<file path="src/rtl/alu_pkg.sv">
// ============================================================================
// Module : alu_pkg
// Brief  : Command codes, status bit positions and FSM states for alu_seq.
// Rev    : 1.0  initial release
// ============================================================================
`default_nettype none

package alu_pkg;

   localparam logic [3:0] CMD_MOV = 4'b0001;
   localparam logic [3:0] CMD_ADD = 4'b0010;
   localparam logic [3:0] CMD_ADC = 4'b0011;
   localparam logic [3:0] CMD_SUB = 4'b0100;
   localparam logic [3:0] CMD_SBC = 4'b0101;
   localparam logic [3:0] CMD_AND = 4'b0110;
   localparam logic [3:0] CMD_ORR = 4'b0111;
   localparam logic [3:0] CMD_EOR = 4'b1000;
   localparam logic [3:0] CMD_MVN = 4'b1001;
   localparam logic [3:0] CMD_MUL = 4'b1010;

   localparam int ST_N = 3;
   localparam int ST_Z = 2;
   localparam int ST_C = 1;
   localparam int ST_V = 0;

   typedef enum logic [0:0] {
      S_IDLE = 1'b0,
      S_MUL  = 1'b1
   } state_t;

endpackage

`default_nettype wire

</file>
<file path="src/rtl/alu_mul_iter.sv">
// ============================================================================
// Module : alu_mul_iter
// Brief  : Radix-2 shift-add multiplier, one multiplier bit per clock edge.
// Rev    : 1.0  initial release
// ============================================================================
`default_nettype none

module alu_mul_iter #(
   parameter int WIDTH = 32
) (
   input  logic             clk,
   input  logic             rst_n,
   input  logic             start,
   input  logic [WIDTH-1:0] a,
   input  logic [WIDTH-1:0] b,
   output logic             busy,
   output logic             done,
   output logic [WIDTH-1:0] product
);

   localparam int CW = $clog2(WIDTH + 1);

   logic [WIDTH-1:0] r_mcand;
   logic [WIDTH-1:0] r_mplier;
   logic [WIDTH-1:0] r_acc;
   logic [CW-1:0]    r_cnt;
   logic [WIDTH-1:0] w_addend;

   // product already includes the current bit, so on the done edge it is final
   assign w_addend = r_mplier[0] ? r_mcand : '0;
   assign product  = r_acc + w_addend;
   assign busy     = (r_cnt != '0);
   assign done     = (r_cnt == CW'(1));

   always_ff @(posedge clk or negedge rst_n) begin
      if (!rst_n) begin
         r_mcand  <= '0;
         r_mplier <= '0;
         r_acc    <= '0;
         r_cnt    <= '0;
      end else if (start) begin
         r_mcand  <= a;
         r_mplier <= b;
         r_acc    <= '0;
         r_cnt    <= CW'(WIDTH);
      end else if (busy) begin
         r_acc    <= product;
         r_mcand  <= r_mcand << 1;
         r_mplier <= r_mplier >> 1;
         r_cnt    <= r_cnt - CW'(1);
      end
   end

endmodule

`default_nettype wire

</file>
<file path="src/rtl/alu_seq.sv">
// ============================================================================
// Module : alu_seq
// Brief  : Registered EXE-stage ALU with NZCV status, valid/ready handshake
//          and an optional iterative multiplier.
// Rev    : 1.0  initial release
// ============================================================================
`default_nettype none

module alu_seq #(
   parameter int WIDTH  = 32,
   parameter bit MUL_EN = 1'b1
) (
   input  logic             clk,
   input  logic             rst_n,
   input  logic             in_valid,
   output logic             in_ready,
   input  logic [WIDTH-1:0] in1,
   input  logic [WIDTH-1:0] in2,
   input  logic             carry,
   input  logic [3:0]       command,
   output logic             out_valid,
   input  logic             out_ready,
   output logic [WIDTH-1:0] out,
   output logic [3:0]       status
);

   import alu_pkg::*;

   state_t           r_state;
   logic             w_accept;
   logic             w_is_mul;
   logic             w_is_sub;
   logic             w_is_arith;
   logic [WIDTH-1:0] w_b;
   logic             w_cin;
   logic [WIDTH:0]   w_sum;
   logic [WIDTH-1:0] w_res;
   logic [3:0]       w_st;
   logic [3:0]       w_mul_st;
   logic             w_mul_busy;
   logic             w_mul_done;
   logic [WIDTH-1:0] w_mul_prod;

   // rst_n gates ready so nothing is offered while the block is held in reset
   assign in_ready = rst_n && (r_state == S_IDLE) && !w_mul_busy && (!out_valid || out_ready);
   assign w_accept = in_valid && in_ready;
   assign w_is_mul = MUL_EN && (command == CMD_MUL);

   always_comb begin
      w_is_sub   = (command == CMD_SUB) || (command == CMD_SBC);
      w_is_arith = w_is_sub || (command == CMD_ADD) || (command == CMD_ADC);
      w_b        = w_is_sub ? ~in2 : in2;
      if (command == CMD_SUB)
         w_cin = 1'b1;
      else if ((command == CMD_ADC) || (command == CMD_SBC))
         w_cin = carry;
      else
         w_cin = 1'b0;
      w_sum = {1'b0, in1} + {1'b0, w_b} + {{WIDTH{1'b0}}, w_cin};

      case (command)
         CMD_MOV: w_res = in2;
         CMD_MVN: w_res = ~in2;
         CMD_ADD, CMD_ADC, CMD_SUB, CMD_SBC: w_res = w_sum[WIDTH-1:0];
         CMD_AND: w_res = in1 & in2;
         CMD_ORR: w_res = in1 | in2;
         CMD_EOR: w_res = in1 ^ in2;
         default: w_res = '0;
      endcase

      w_st       = 4'b0000;
      w_st[ST_N] = w_res[WIDTH-1];
      w_st[ST_Z] = (w_res == '0);
      w_st[ST_C] = w_is_arith && w_sum[WIDTH];
      // w_b is already inverted for subtracts, so one overflow rule covers both
      w_st[ST_V] = w_is_arith && (in1[WIDTH-1] == w_b[WIDTH-1])
                              && (w_res[WIDTH-1] != in1[WIDTH-1]);

      w_mul_st       = 4'b0000;
      w_mul_st[ST_N] = w_mul_prod[WIDTH-1];
      w_mul_st[ST_Z] = (w_mul_prod == '0);
   end

   alu_mul_iter #(
      .WIDTH (WIDTH)
   ) u_mul (
      .clk     (clk),
      .rst_n   (rst_n),
      .start   (w_accept && w_is_mul),
      .a       (in1),
      .b       (in2),
      .busy    (w_mul_busy),
      .done    (w_mul_done),
      .product (w_mul_prod)
   );

   always_ff @(posedge clk or negedge rst_n) begin
      if (!rst_n) begin
         r_state   <= S_IDLE;
         out_valid <= 1'b0;
         out       <= '0;
         status    <= 4'b0000;
      end else begin
         case (r_state)
            S_IDLE: begin
               if (w_accept && w_is_mul) begin
                  r_state   <= S_MUL;
                  out_valid <= 1'b0;
               end else if (w_accept) begin
                  out       <= w_res;
                  status    <= w_st;
                  out_valid <= 1'b1;
               end else if (out_valid && out_ready) begin
                  out_valid <= 1'b0;
               end
            end
            S_MUL: begin
               if (w_mul_done) begin
                  out       <= w_mul_prod;
                  status    <= w_mul_st;
                  out_valid <= 1'b1;
                  r_state   <= S_IDLE;
               end
            end
            default: r_state <= S_IDLE;
         endcase
      end
   end

endmodule

`default_nettype wire

</file>
<file path="config.mk">
export PLATFORM = sky130hd
export DESIGN_NAME = alu_seq
export DESIGN_NICKNAME = d
export VERILOG_FILES = /design/src/rtl/alu_pkg.sv /design/src/rtl/alu_mul_iter.sv /design/src/rtl/alu_seq.sv
export SDC_FILE = /design/constraint.sdc
export NUM_CORES = 1
export LEC_CHECK = 0
export ABC_AREA = 0
export CAP_MARGIN = 5
export CORE_UTILIZATION = 35
export DETAILED_ROUTE_END_ITERATION = 10
export GPL_TIMING_DRIVEN = 0
export PLACE_DENSITY = 0.52
export SYNTH_ARGS = -nofsm -noshare
export SYNTH_HDL_FRONTEND = slang
export SYNTH_SLANG_ARGS = --single-unit
</file>
<file path="constraint.sdc">
create_clock -name clk -period 4.01 [get_ports clk]
set_clock_uncertainty 0.15 [all_clocks]
set_input_delay 1.0025 -clock clk [delete_from_list [all_inputs] [get_ports clk]]
set_output_delay 1.0025 -clock clk [all_outputs]
set_load 0.02 [all_outputs]
</file>
Yosys cells after proc, flatten, opt, wreduce, memory -nomap -nowiden
Cells that the tools add are included.
- bits in registers: 140
- input bits: 73
- word-level logic and storage cells: 86
- add/sub/neg operators: 4
- equality and inequality tests: 17
- multiplexer cells: 29
- bitwise operators: 5
- reductions and logical operators: 23
- operators by type and width (operator ; number):
    $mux 32 ; 11
    $pmux 32 s6 ; 1
    $logic_not 32->1 ; 2
    $pmux 32 s2 ; 1
    $add 32x32->33 ; 1
    $add 33x1->33 ; 1
    $add 32x32->32 ; 1
    $and 32x32->32 ; 1
    $not 32->32 ; 1
    $or 32x32->32 ; 1
    $xor 32x32->32 ; 1
    $eq 4x3->1 const B ; 4
    $eq 4x4->1 const B ; 3
    $mux 4 ; 3
    $mux 6 ; 2
    $logic_and 1x1->1 ; 9
    $eq 4x2->1 const B ; 2
    $mux 1 ; 8
    $pmux 4 s2 ; 1
    $eq 6x1->1 const B ; 1
    $reduce_bool 6->1 ; 1
    $sub 6x1->6 const B ; 1
    $logic_or 1x1->1 ; 5
    $eq 4x1->1 const B ; 1
    12 further kinds ; 15

Longest topological paths before layout
Gate-level depths: netlist (run 1).
- depth in word-level cells: 11
- depth in mapped cells: 20

By module
From an unflattened synthesis (run 1), not the netlist that was laid out.
- cell total of the unflattened synthesis: 1616
- area, all modules: 13161.4 µm²
- by module, submodules not included (module ; times used ; cells an instance ; area an instance (µm²) ; sequential area each (µm²)):
    alu_mul_iter ; 1 ; 758 ; 6762.7 ; 2552.4
    alu_seq ; 1 ; 858 ; 6398.6 ; 925.9

Least setup slack after synthesis (run 1)
No wires, ideal clock.
- path kind: input to register
- from: in command[2]
- to: reg status[2]
- setup time: 0.065 ns
- data arrival time: 4.945 ns
- slack: -1.150 ns
- stages on the path: 18
- cells stage by stage: buf_2 buf_1 nor3b_1 clkbuf_1 buf_1 xnor2_1 ha_1 and2_4 a221oi_4 a2111oi_4 o311ai_4 a21boi_2 a41o_1 xnor2_1 o211ai_1 nor4b_1 and4_1 a31o_1
- cells in the longest elaborated chain, start to end: 10
- elaborated cells between the ends (all ways): 26
- those cells by class: add/sub (2); eq/ne (11); mux (7); reduce/logical (6)
- RTL lines (what ; line ; text):
    start: declaration ; alu_seq.sv:20 ; input logic [3:0] command,
    $eq 4x3->1, or another cell as far along ; alu_seq.sv:50, alu_seq.sv:53, alu_seq.sv:61 ;
    $logic_or 1x1->1, on equally long branches ; alu_seq.sv:50, alu_seq.sv:55 ;
    $mux 32 or $mux 1 (tied branches) ; alu_seq.sv:52, alu_seq.sv:55 ;
    $add 32x32->33 or $mux 1 (tied branches) ; alu_seq.sv:59, alu_seq.sv:53 ;
    $add 33x1->33 ; alu_seq.sv:59 ; w_sum = {1'b0, in1} + {1'b0, w_b} + {{WIDTH{1'b0}}, w_cin};
    $pmux 32 s6 ; alu_seq.sv:61 ; case (command)
    $logic_not 32->1 ; alu_seq.sv:73 ; w_st[ST_Z] = (w_res == '0);
    $mux 4 ; alu_seq.sv:109 ; end else if (w_accept) begin
    $mux 4 ; alu_seq.sv:106 ; if (w_accept && w_is_mul) begin
    $pmux 4 s2 ; alu_seq.sv:104 ; case (r_state)
    end signal: assignment ; alu_seq.sv:111 ; status <= w_st;
    end signal: assignment ; alu_seq.sv:120 ; status <= w_mul_st;
    end: declaration ; alu_seq.sv:24 ; output logic [3:0] status
Parallel ways exist; a longest one is shown, timed or not. The select of a mux whose other input is x is not followed.
A chain may end at the register's enable or synchronous reset.

Worst setup path after layout (run 1)
- from: in command[3]
- to: reg status[2]
Same word-level chain as after synthesis.

==> results of run 1 <==
==> cells by family after synthesis <==
| family | after synthesis | share of synthesized area |
|---|---|---|
| AO/OA/AOI/OAI | 444 | 0.251 |
| XOR/XNOR | 90 | 0.0637 |
| buffers and inverters | 189 | 0.0595 |
| flip-flops | 139 | 0.281 |
| AND/OR/NAND/NOR | 537 | 0.204 |
| multiplexers | 8 | 0.00657 |
| adder cells (fa/ha/maj) | 131 | 0.134 |
==> sequential cells by signal (all words and copies together) (netlist names) <==
name / cells
u_mul.r_mcand: 32
out_valid: 1
r_state: 1
out: 32
u_mul.r_mplier: 32
u_mul.r_cnt: 6
status: 3
u_mul.r_acc: 32
==> what timing repair did <==
| action | 4_1_cts | 5_1_grt |
|---|---|---|
| hold endpoints to repair | 0 | 0 |
| resized for setup | 67 | 77 |
| pin swaps | 33 | 41 |
| endpoints found under the setup margin | 36 | 28 |
| gates cloned | 0 | 1 |
| setup buffers | 27 | 24 |
==> routing by layer <==
layer	vias to the layer above	share of wire	global-route usage
li1	5867	-	-
met1	5895	0.47	0.357
met2	356	0.45	0.393
met3	68	0.055	0.0338
met4	0	0.031	0.0816
met5	-	0	0
==> synth_stat cells, types with 11 or more instances <==
| master | number |
|---|---|
| nand2_1 | 246 |
| dfrtp_1 | 139 |
| ha_1 | 128 |
| nor2_1 | 97 |
| inv_1 | 93 |
| o21ai_0 | 86 |
| a21oi_1 | 84 |
| clkbuf_1 | 66 |
| xnor2_1 | 65 |
| a22oi_1 | 56 |
| nand3_1 | 51 |
| and2_1 | 40 |
| a31oi_1 | 39 |
| o211ai_1 | 31 |
| xor2_1 | 25 |
| nor3_1 | 19 |
| o221ai_1 | 17 |
| a211oi_1 | 16 |
| a21o_1 | 16 |
| buf_1 | 16 |
| a221oi_1 | 14 |
| buf_2 | 12 |
| a221o_1 | 11 |
==> worst reg2reg max path: stages (launching register included) <==
cell and delay (ns):
dfrtp_1 0.48, clkbuf_2 0.22, and2_1 0.21, ha_1 0.27, buf_2 0.19, nand2_1 0.07
o21ai_0 0.35, nand3_1 0.17, o21a_1 0.24, o41ai_2 0.55, xnor2_1 0.29, nand4_1 0.18
nor4_2 0.38, nand4_1 0.21, o21ai_1 0.19, a31o_1 0.12
==> report_power, final <==
group / internal (mW) / total, mW / switching [mW]
clock: 0.952 / 1.70 / 0.752
combinational: 1.41 / 3.42 / 2.01
sequential: 1.89 / 2.25 / 0.356
==> layout make-up <==
class	instances	area, um2
plain buffers	94	508
repair buffers	161	1550
multi-input cells	1210	8710
well taps	455	569
fillers	3388	18900
inverters	93	349
clock buffers	19	443
flip-flops and latches	139	3480
clock inverters	13	159
==> worst min path at each step <==
stage	startpoint	end	slack, ns	depth (start not counted)
finish	out[2]	out[2]	0.34	2
global route	out[16]	out[16]	0.37	2
CTS	u_mul.r_mcand[31]	u_mul.r_mcand[31]	0.34	2
detailed placement	out[2]	out[2]	0.32	2
global placement	u_mul.r_mcand[31]	u_mul.r_mcand[31]	0.32	2
floorplan	u_mul.r_mcand[31]	u_mul.r_mcand[31]	0.30	2
==> stage by stage <==
step / setup slack (ns) / utilization
final: -0.534 / 0.455
after detailed placement: -2.32 / 0.409
after CTS: -0.610 / 0.439
after floorplan: -0.603 / -
after global routing: -0.659 / 0.455
after global placement: -7.95 / 0.408
==> out/metrics.cfg, run 1 <==
[finish]
finalNetCount=1920
num_antenna_cells=0
final_cell_mix=nand2_1 (243), dfrtp_1 (139), ha_1 (120)
drive_gt1_frac=0.129
syn_to_final_growth_pct=27.4
stdcell_count=2184
final_common_cell=nand2_1
fin_area_mm2=0.0158

[global_routing]
grt_pass1_vias=11769
grt_max_degree=91
grt_pass1_wl_um=69000
antenna_found_initial=0
overflow=0
grtUsageTotal=0.252

[synth]
synth_top_area_frac=0.281
syn-mean-instance-area_um2=8.04
yosys.area.top_type=dfrtp_1
synth.area.top_cells=dfrtp_1 (28%), ha_1 (13%), nand2_1 (7.5%)
synth-edff-count=0
syn_nets=1742
yosys_register_bits=139
ys.flop_type=dfrtp_1
synth-async-reset-ratio=1.00
syn-cell-area_mm2=0.0124
yosysWarnings=0
synth_cells=1538
yosysSeqAreaShare=0.281
ys_types=83

[critical_path]
arrival_ns=4.78
required_ns=4.24
cp_slowest_stage_delay_ns=0.41
cp_cell_sequence=buf_6, buf_6, buf_8, nor3b_4, buf_8, buf_12, xnor2_1, ha_2, and2_4, a221oi_4, o211ai_1, mux2i_1, nand2_2, a2111oi_4, nand4_1, nor4_2, and4_1, and4_1, a31o_1
cp.depth=19
cpMaxStageDelayCell=a221oi_4
crit_end=status[2]
timing.rr.end=status[2]
crit_buf_inv=5
critPathCaptureType=register
worstSetupStartpointType=input port
startpoint=command[3]
reg2regPathDepth=15
crit_fanout=6
crit_family=simple AND/OR/NAND/NOR gates
worst-setup-path-type=in -> reg
ff2ff_setup_slack_ns=-0.30
r2r_start=u_mul.r_mplier[0]

[detailed_routing]
viasPerCell=5.58
drtPass1Iterations=6
drc=0
vias=12186
drtIter0Drc=968
wl_um=45200
wl_per_cell_um=20.7
ant_nets=0

[timing]
worst_pin_slew_ns=1.31
finalHoldViolCount=0
fin_crit_sh=1.13
drv_slew=0
post-route-min-period_ns=4.54
tns_ns=-4.08
setup_violations=16
setup_slack_ns=-0.534
holdWs_ns=0.335
rsz0062_at_grt=true
maxClockFrequency_mhz=220
max-slew-margin-rel=0.125

[pwr]
powerDensity_mw_per_mm2=468
power.total_mw=7.37
ir_drop_v=0.000357
power_leakage_nw=6.91

[clock_network]
h-tree-depth=4
clock_sinks=139
clk_latency_ns=0.45
cts_tree=done
cts-buffers-inserted=17
cts_root_buf=clkbuf_16
postCtsHoldBufs=0
clock_path_buffers=2
clk_pin_slew_worst_paths_ns=0.07

[floorplan]
start_util=0.357
rows=68
die_h_um=190
io_pins=111
core_area_mm2=0.0346
die_x_um=190
fp.dieArea_mm2=0.0361

[status]
violations=negative setup slack
status=finished with violations

[place]
dpl_cell_area_mm2=0.0142
gp_congestion=0.903
dp_hpwl_um=35100
io_buffers=108
placedCellCount=2103

[worst_hold_path]
hold_path.class=reg -> reg

[run]
drv_cap=0

(Power assumes the default switching activity.)
==> inputs of run 2 (changes only) <==
--- a/config.mk
+++ b/config.mk
@@ -7,10 +7,10 @@
 export LEC_CHECK = 0
 export ABC_AREA = 0
 export CAP_MARGIN = 5
-export CORE_UTILIZATION = 35
+export CORE_UTILIZATION = 40
 export DETAILED_ROUTE_END_ITERATION = 10
 export GPL_TIMING_DRIVEN = 0
-export PLACE_DENSITY = 0.52
+export PLACE_DENSITY = 0.58
 export SYNTH_ARGS = -nofsm -noshare
 export SYNTH_HDL_FRONTEND = slang
 export SYNTH_SLANG_ARGS = --single-unit
==> run 2 against run 1 <==
Net effect: the flow still finishes with violations (negative setup slack); final area grew 0.39%; setup slack lost 0.021 ns; utilization grew 6.3 points; clock-buffer cell count is the same; global-route usage grew 3.0 points.
==> out/metrics.cfg, run 2 (synthesis results as in run 1) <==
[floorplan]
start_util=0.406
core_area_mm2=0.0305
rows=64
fp.dieArea_mm2=0.0316
die_x_um=178
io_pins=111
die_h_um=178

[detailed_routing]
drtIter0Drc=1092
viasPerCell=5.77
vias=12274
drtPass1Iterations=6
wl_per_cell_um=20.8
ant_nets=0
wl_um=44200
drc=0

[global_routing]
grt_max_degree=73
grt_pass1_wl_um=67300
grtUsageTotal=0.282
antenna_found_initial=0
overflow=0
grt_pass1_vias=11612

[timing]
drv_slew=0
maxClockFrequency_mhz=219
rsz0062_at_grt=true
worst_pin_slew_ns=1.15
fin_crit_sh=1.14
finalHoldViolCount=0
post-route-min-period_ns=4.56
holdWs_ns=0.317
setup_violations=14
max-slew-margin-rel=0.232
setup_slack_ns=-0.555

[finish]
final_cell_mix=nand2_1 (242), dfrtp_1 (139), ha_1 (120)
num_antenna_cells=0
ff_latch_area_mm2=0.00348
finalNetCount=1922
drive_gt1_frac=0.138
syn_to_final_growth_pct=27.9
num-fill-cells=2931
final_common_cell=nand2_1
fin_area_mm2=0.0158
multi_input_area_mm2=0.00882

[clock_network]
postCtsHoldBufs=0
clock_sinks=139
clk_latency_ns=0.44
clock_path_buffers=2
clk_pin_slew_worst_paths_ns=0.07
cts_tree=done
cts-buffers-inserted=17
h-tree-depth=4
cts_root_buf=clkbuf_16

[pwr]
switchingPower_mw=3.08
p_comb_frac=0.474
p_sw_frac=0.423
pwr-share-clk=0.219
powerDensity_mw_per_mm2=460
sequentialPowerShare=0.307
p_int_mw=4.20
ir_drop_v=0.000298
power_leakage_nw=6.98

[run]
drv_cap=0

[place]
io_buffers=108
pre_cts_slack_ns=-2.33
gp_congestion=0.922
dp_hpwl_um=34000
dpl_cell_area_mm2=0.0141

[critical_path]
worst-setup-path-type=in -> reg
ff2ff_setup_slack_ns=-0.44
crit_family=compound AO/OA/AOI/OAI gates
path_common_cell=buf_8
worstSetupStartpointType=input port
critPathCaptureType=register
r2r_start=u_mul.r_mplier[0]
crit_fanout=4
startpoint=command[3]
crit_buf_inv=6
arrival_ns=4.74
cpMaxStageDelayCell=a2111oi_4
cp_cell_sequence=buf_8, buf_8, nor3b_4, buf_8, xnor2_4, fa_2, inv_2, fa_2, and2b_2, o211ai_4, a2111oi_4, o311ai_4, a21boi_4, buf_6, buf_6, a21oi_4, xnor2_2, a21oi_2, and4_1, and4_1, a31o_1
required_ns=4.19
cp_slowest_stage_delay_ns=0.42

[status]
violations=negative setup slack
status=finished with violations

[worst_hold_path]
hold_path.class=in -> async

run 2: layout make-up:
| type | count | area share |
|---|---|---|
| Multi-Input combinational cell | 1210 | 0.557 |
| Sequential cell | 139 | 0.220 |
| Timing Repair Buffer | 165 | 0.101 |
| Buffer | 92 | 0.0327 |
| Tap cell | 396 | 0.0313 |
| Clock buffer | 19 | 0.0274 |
| Inverter | 93 | 0.0221 |
| Clock inverter | 13 | 0.00846 |
run 2: metrics by stage:
step	util	setup TNS (ns)	power, mW	std cells
6_report	0.519	-3.66	7.28	2127
5_1_grt	0.519	-6.01	7.78	2127
4_1_cts	0.496	-4.08	7.09	2102
3_5_place_dp	0.462	-51.35	5.37	2044
3_3_place_gp	0.461	-1285.96	5.33	2042
2_1_floorplan	-	-3.61	4.21	1538
run 2: what timing repair did:
item	in CTS	in global routing
pin swaps	32	55
buffers inserted	29	28
endpoints found under the setup margin	36	30
cloned	0	2
gates resized for setup	74	99
run 2: path summary, 6_finish.rpt:
kind	end	cells after the start
worst max-delay path	status[2]	21
worst min-delay path	out[20]	1
worst max register to register	status[2]	14
worst min register to register	u_mul.r_mcand[31]	2
max in group asynchronous	u_mul.r_mcand[3]	2
min in group clk	u_mul.r_mcand[31]	2
run 2: power by group through the flow:
stage                     clock network, mW  logic (mW)  registers (mW)
after floorplan                           0        1.85            2.36
after global placement                    0        3.09            2.24
after detailed placement                  0        3.12            2.25
after CTS                              1.62        3.24            2.23
after global routing                   1.67        3.80            2.30
final                                  1.59        3.45            2.24
run 2: layer usage:
layer,up-vias,GRT usage,wire length [um]
met2,382,0.438,20100
met4,0,0.0869,1170
met3,64,0.0454,2270
met1,5936,0.397,20700
li1,5892,-,-
met5,-,0,0
==> inputs of run 3 (changes only) <==
--- a/config.mk
+++ b/config.mk
@@ -10,6 +10,7 @@
 export CORE_UTILIZATION = 40
 export DETAILED_ROUTE_END_ITERATION = 10
 export GPL_TIMING_DRIVEN = 0
+export MAX_ROUTING_LAYER = met4
 export PLACE_DENSITY = 0.58
 export SYNTH_ARGS = -nofsm -noshare
 export SYNTH_HDL_FRONTEND = slang
==> run 3 against run 2 <==
Net effect: register-to-register slack improved by 0.09 ns; highest routed layer unchanged; global-route usage increased by 0.92 points; total power increased by 2.1%; first-iteration DRC count decreased by 5.7%; die area unchanged; sequential share of layout area decreased by 0.12 points; sequential power about the same; worst hold slack improved by 0.017 ns; combinational power about the same; the run still ends with negative setup slack left; via count increased by 0.45%; routed wire length increased by 0.73%; critical path depth decreased by 1.
==> out/metrics.cfg, run 3 (synthesis results as in run 1) <==
[global_routing]
grtUsageTotal=0.291
overflow=0
antenna_found_initial=0
grt_pass1_vias=11688
grt_pass1_wl_um=67200
grt_max_degree=86

[detailed_routing]
wl_um=44500
drtPass1Iterations=5
wl_per_cell_um=20.8
drtIter0Drc=1030
ant_nets=0
vias=12329
drc=0
viasPerCell=5.76

[critical_path]
worst-setup-path-type=in -> reg
crit_fanout=6
required_ns=4.25
critPathCaptureType=register
arrival_ns=4.76
r2r_start=u_mul.r_mplier[0]
worstSetupStartpointType=input port
startpoint=command[3]

[timing]
fin_crit_sh=1.13
worst_pin_slew_ns=1.14
setup_violations=15
drv_slew=0
post-route-min-period_ns=4.52
maxClockFrequency_mhz=221
rsz0062_at_grt=true
max-slew-margin-rel=0.236
holdWs_ns=0.334
setup_slack_ns=-0.512
finalHoldViolCount=0
tns_ns=-4.14

[pwr]
ir_drop_v=0.000299
sequentialPowerShare=0.300
pwr-share-clk=0.234
p_comb_frac=0.466
power.total_mw=7.44
switchingPower_mw=3.20
powerDensity_mw_per_mm2=467
p_int_mw=4.24
p_sw_frac=0.430
power_leakage_nw=7.08

[status]
violations=negative setup slack
status=finished with violations

[floorplan]
start_util=0.406
core_area_mm2=0.0305
rows=64
fp.dieArea_mm2=0.0316
die_h_um=178
io_pins=111
die_x_um=178

[clock_network]
cts_root_buf=clkbuf_16
clk_latency_ns=0.45
cts_tree=done
clock_path_buffers=2
cts-buffers-inserted=17
clock_sinks=139
h-tree-depth=4
clk_pin_slew_worst_paths_ns=0.07

[finish]
final_common_cell=nand2_1
fin_area_mm2=0.0159
num_antenna_cells=0
finalNetCount=1935
final_cell_mix=nand2_1 (243), dfrtp_1 (139), ha_1 (121)
drive_gt1_frac=0.137
syn_to_final_growth_pct=28.6

[run]
drv_cap=0

[place]
gp_congestion=0.938
io_buffers=108
dpl_cell_area_mm2=0.0141
dp_hpwl_um=34000
pre_cts_slack_ns=-2.37

[worst_hold_path]
hold_path.class=in -> async

==> run 3: through the flow <==
stage | std cells | util
2_1_floorplan | 1538 | -
3_3_place_gp | 2042 | 0.461
3_5_place_dp | 2044 | 0.462
4_1_cts | 2106 | 0.498
5_1_grt | 2140 | 0.522
6_report | 2140 | 0.522
==> run 3: path summary, 6_finish.rpt <==
kind | endpoint | slack, ns | cells after the start
max reg2reg | status[2] | -0.35 | 14
min | out[20] | 0.33 | 1
min reg2reg | u_mul.r_mcand[31] | 0.33 | 2
max | status[2] | -0.51 | 20
min in group clk | u_mul.r_mcand[31] | 0.33 | 2
max in group asynchronous | u_mul.r_mcand[25] | 2.71 | 2
==> run 3: power by group through the flow <==
stage | registers, mW | logic, mW | clock network, mW
final | 2.23 | 3.47 | 1.74
after detailed placement | 2.25 | 3.13 | 0
after CTS | 2.23 | 3.26 | 1.76
after global routing | 2.29 | 3.80 | 1.80
after global placement | 2.24 | 3.09 | 0
after floorplan | 2.36 | 1.85 | 0
==> run 3: layer usage <==
metal / up-vias / global-route usage / share of wire
li1: 5916 / - / -
met1: 6013 / 0.407 / 0.47
met2: 344 / 0.441 / 0.46
met3: 56 / 0.0315 / 0.050
met4: 0 / 0.0823 / 0.023
met5: - / - / 0
==> run 3: timing repair <==
action | CTS | global route
pin swaps | 27 | 48
hold endpoints to repair | 0 | 0
gates cloned | 0 | 2
hold buffers | 0 | 0
endpoints found under the setup margin | 35 | 31
resized for setup | 61 | 103
buffers inserted | 31 | 36
==> run 3: layout make-up <==
type	instances	area, um2
Timing Repair Buffer	177	1710
Buffer	93	527
Fill cell	2887	14600
Inverter	93	349
Clock inverter	15	196
Tap cell	396	495
Sequential cell	139	3480
Clock buffer	17	425
Multi-Input combinational cell	1210	8740
==> run 3: critical path: stages <==
cell,delay (ns)
buf_8,0.10
buf_8,0.11
nor3b_4,0.21
buf_8,0.18
buf_12,0.11
buf_12,0.11
buf_8,0.13
xnor2_4,0.14
ha_4,0.25
a21o_1,0.24
a31o_1,0.24
a21oi_4,0.20
nand3_4,0.13
a31oi_4,0.21
xnor2_2,0.10
a2111oi_4,0.45
and4b_1,0.27
and4_1,0.24
and4_1,0.20
a31o_1,0.13
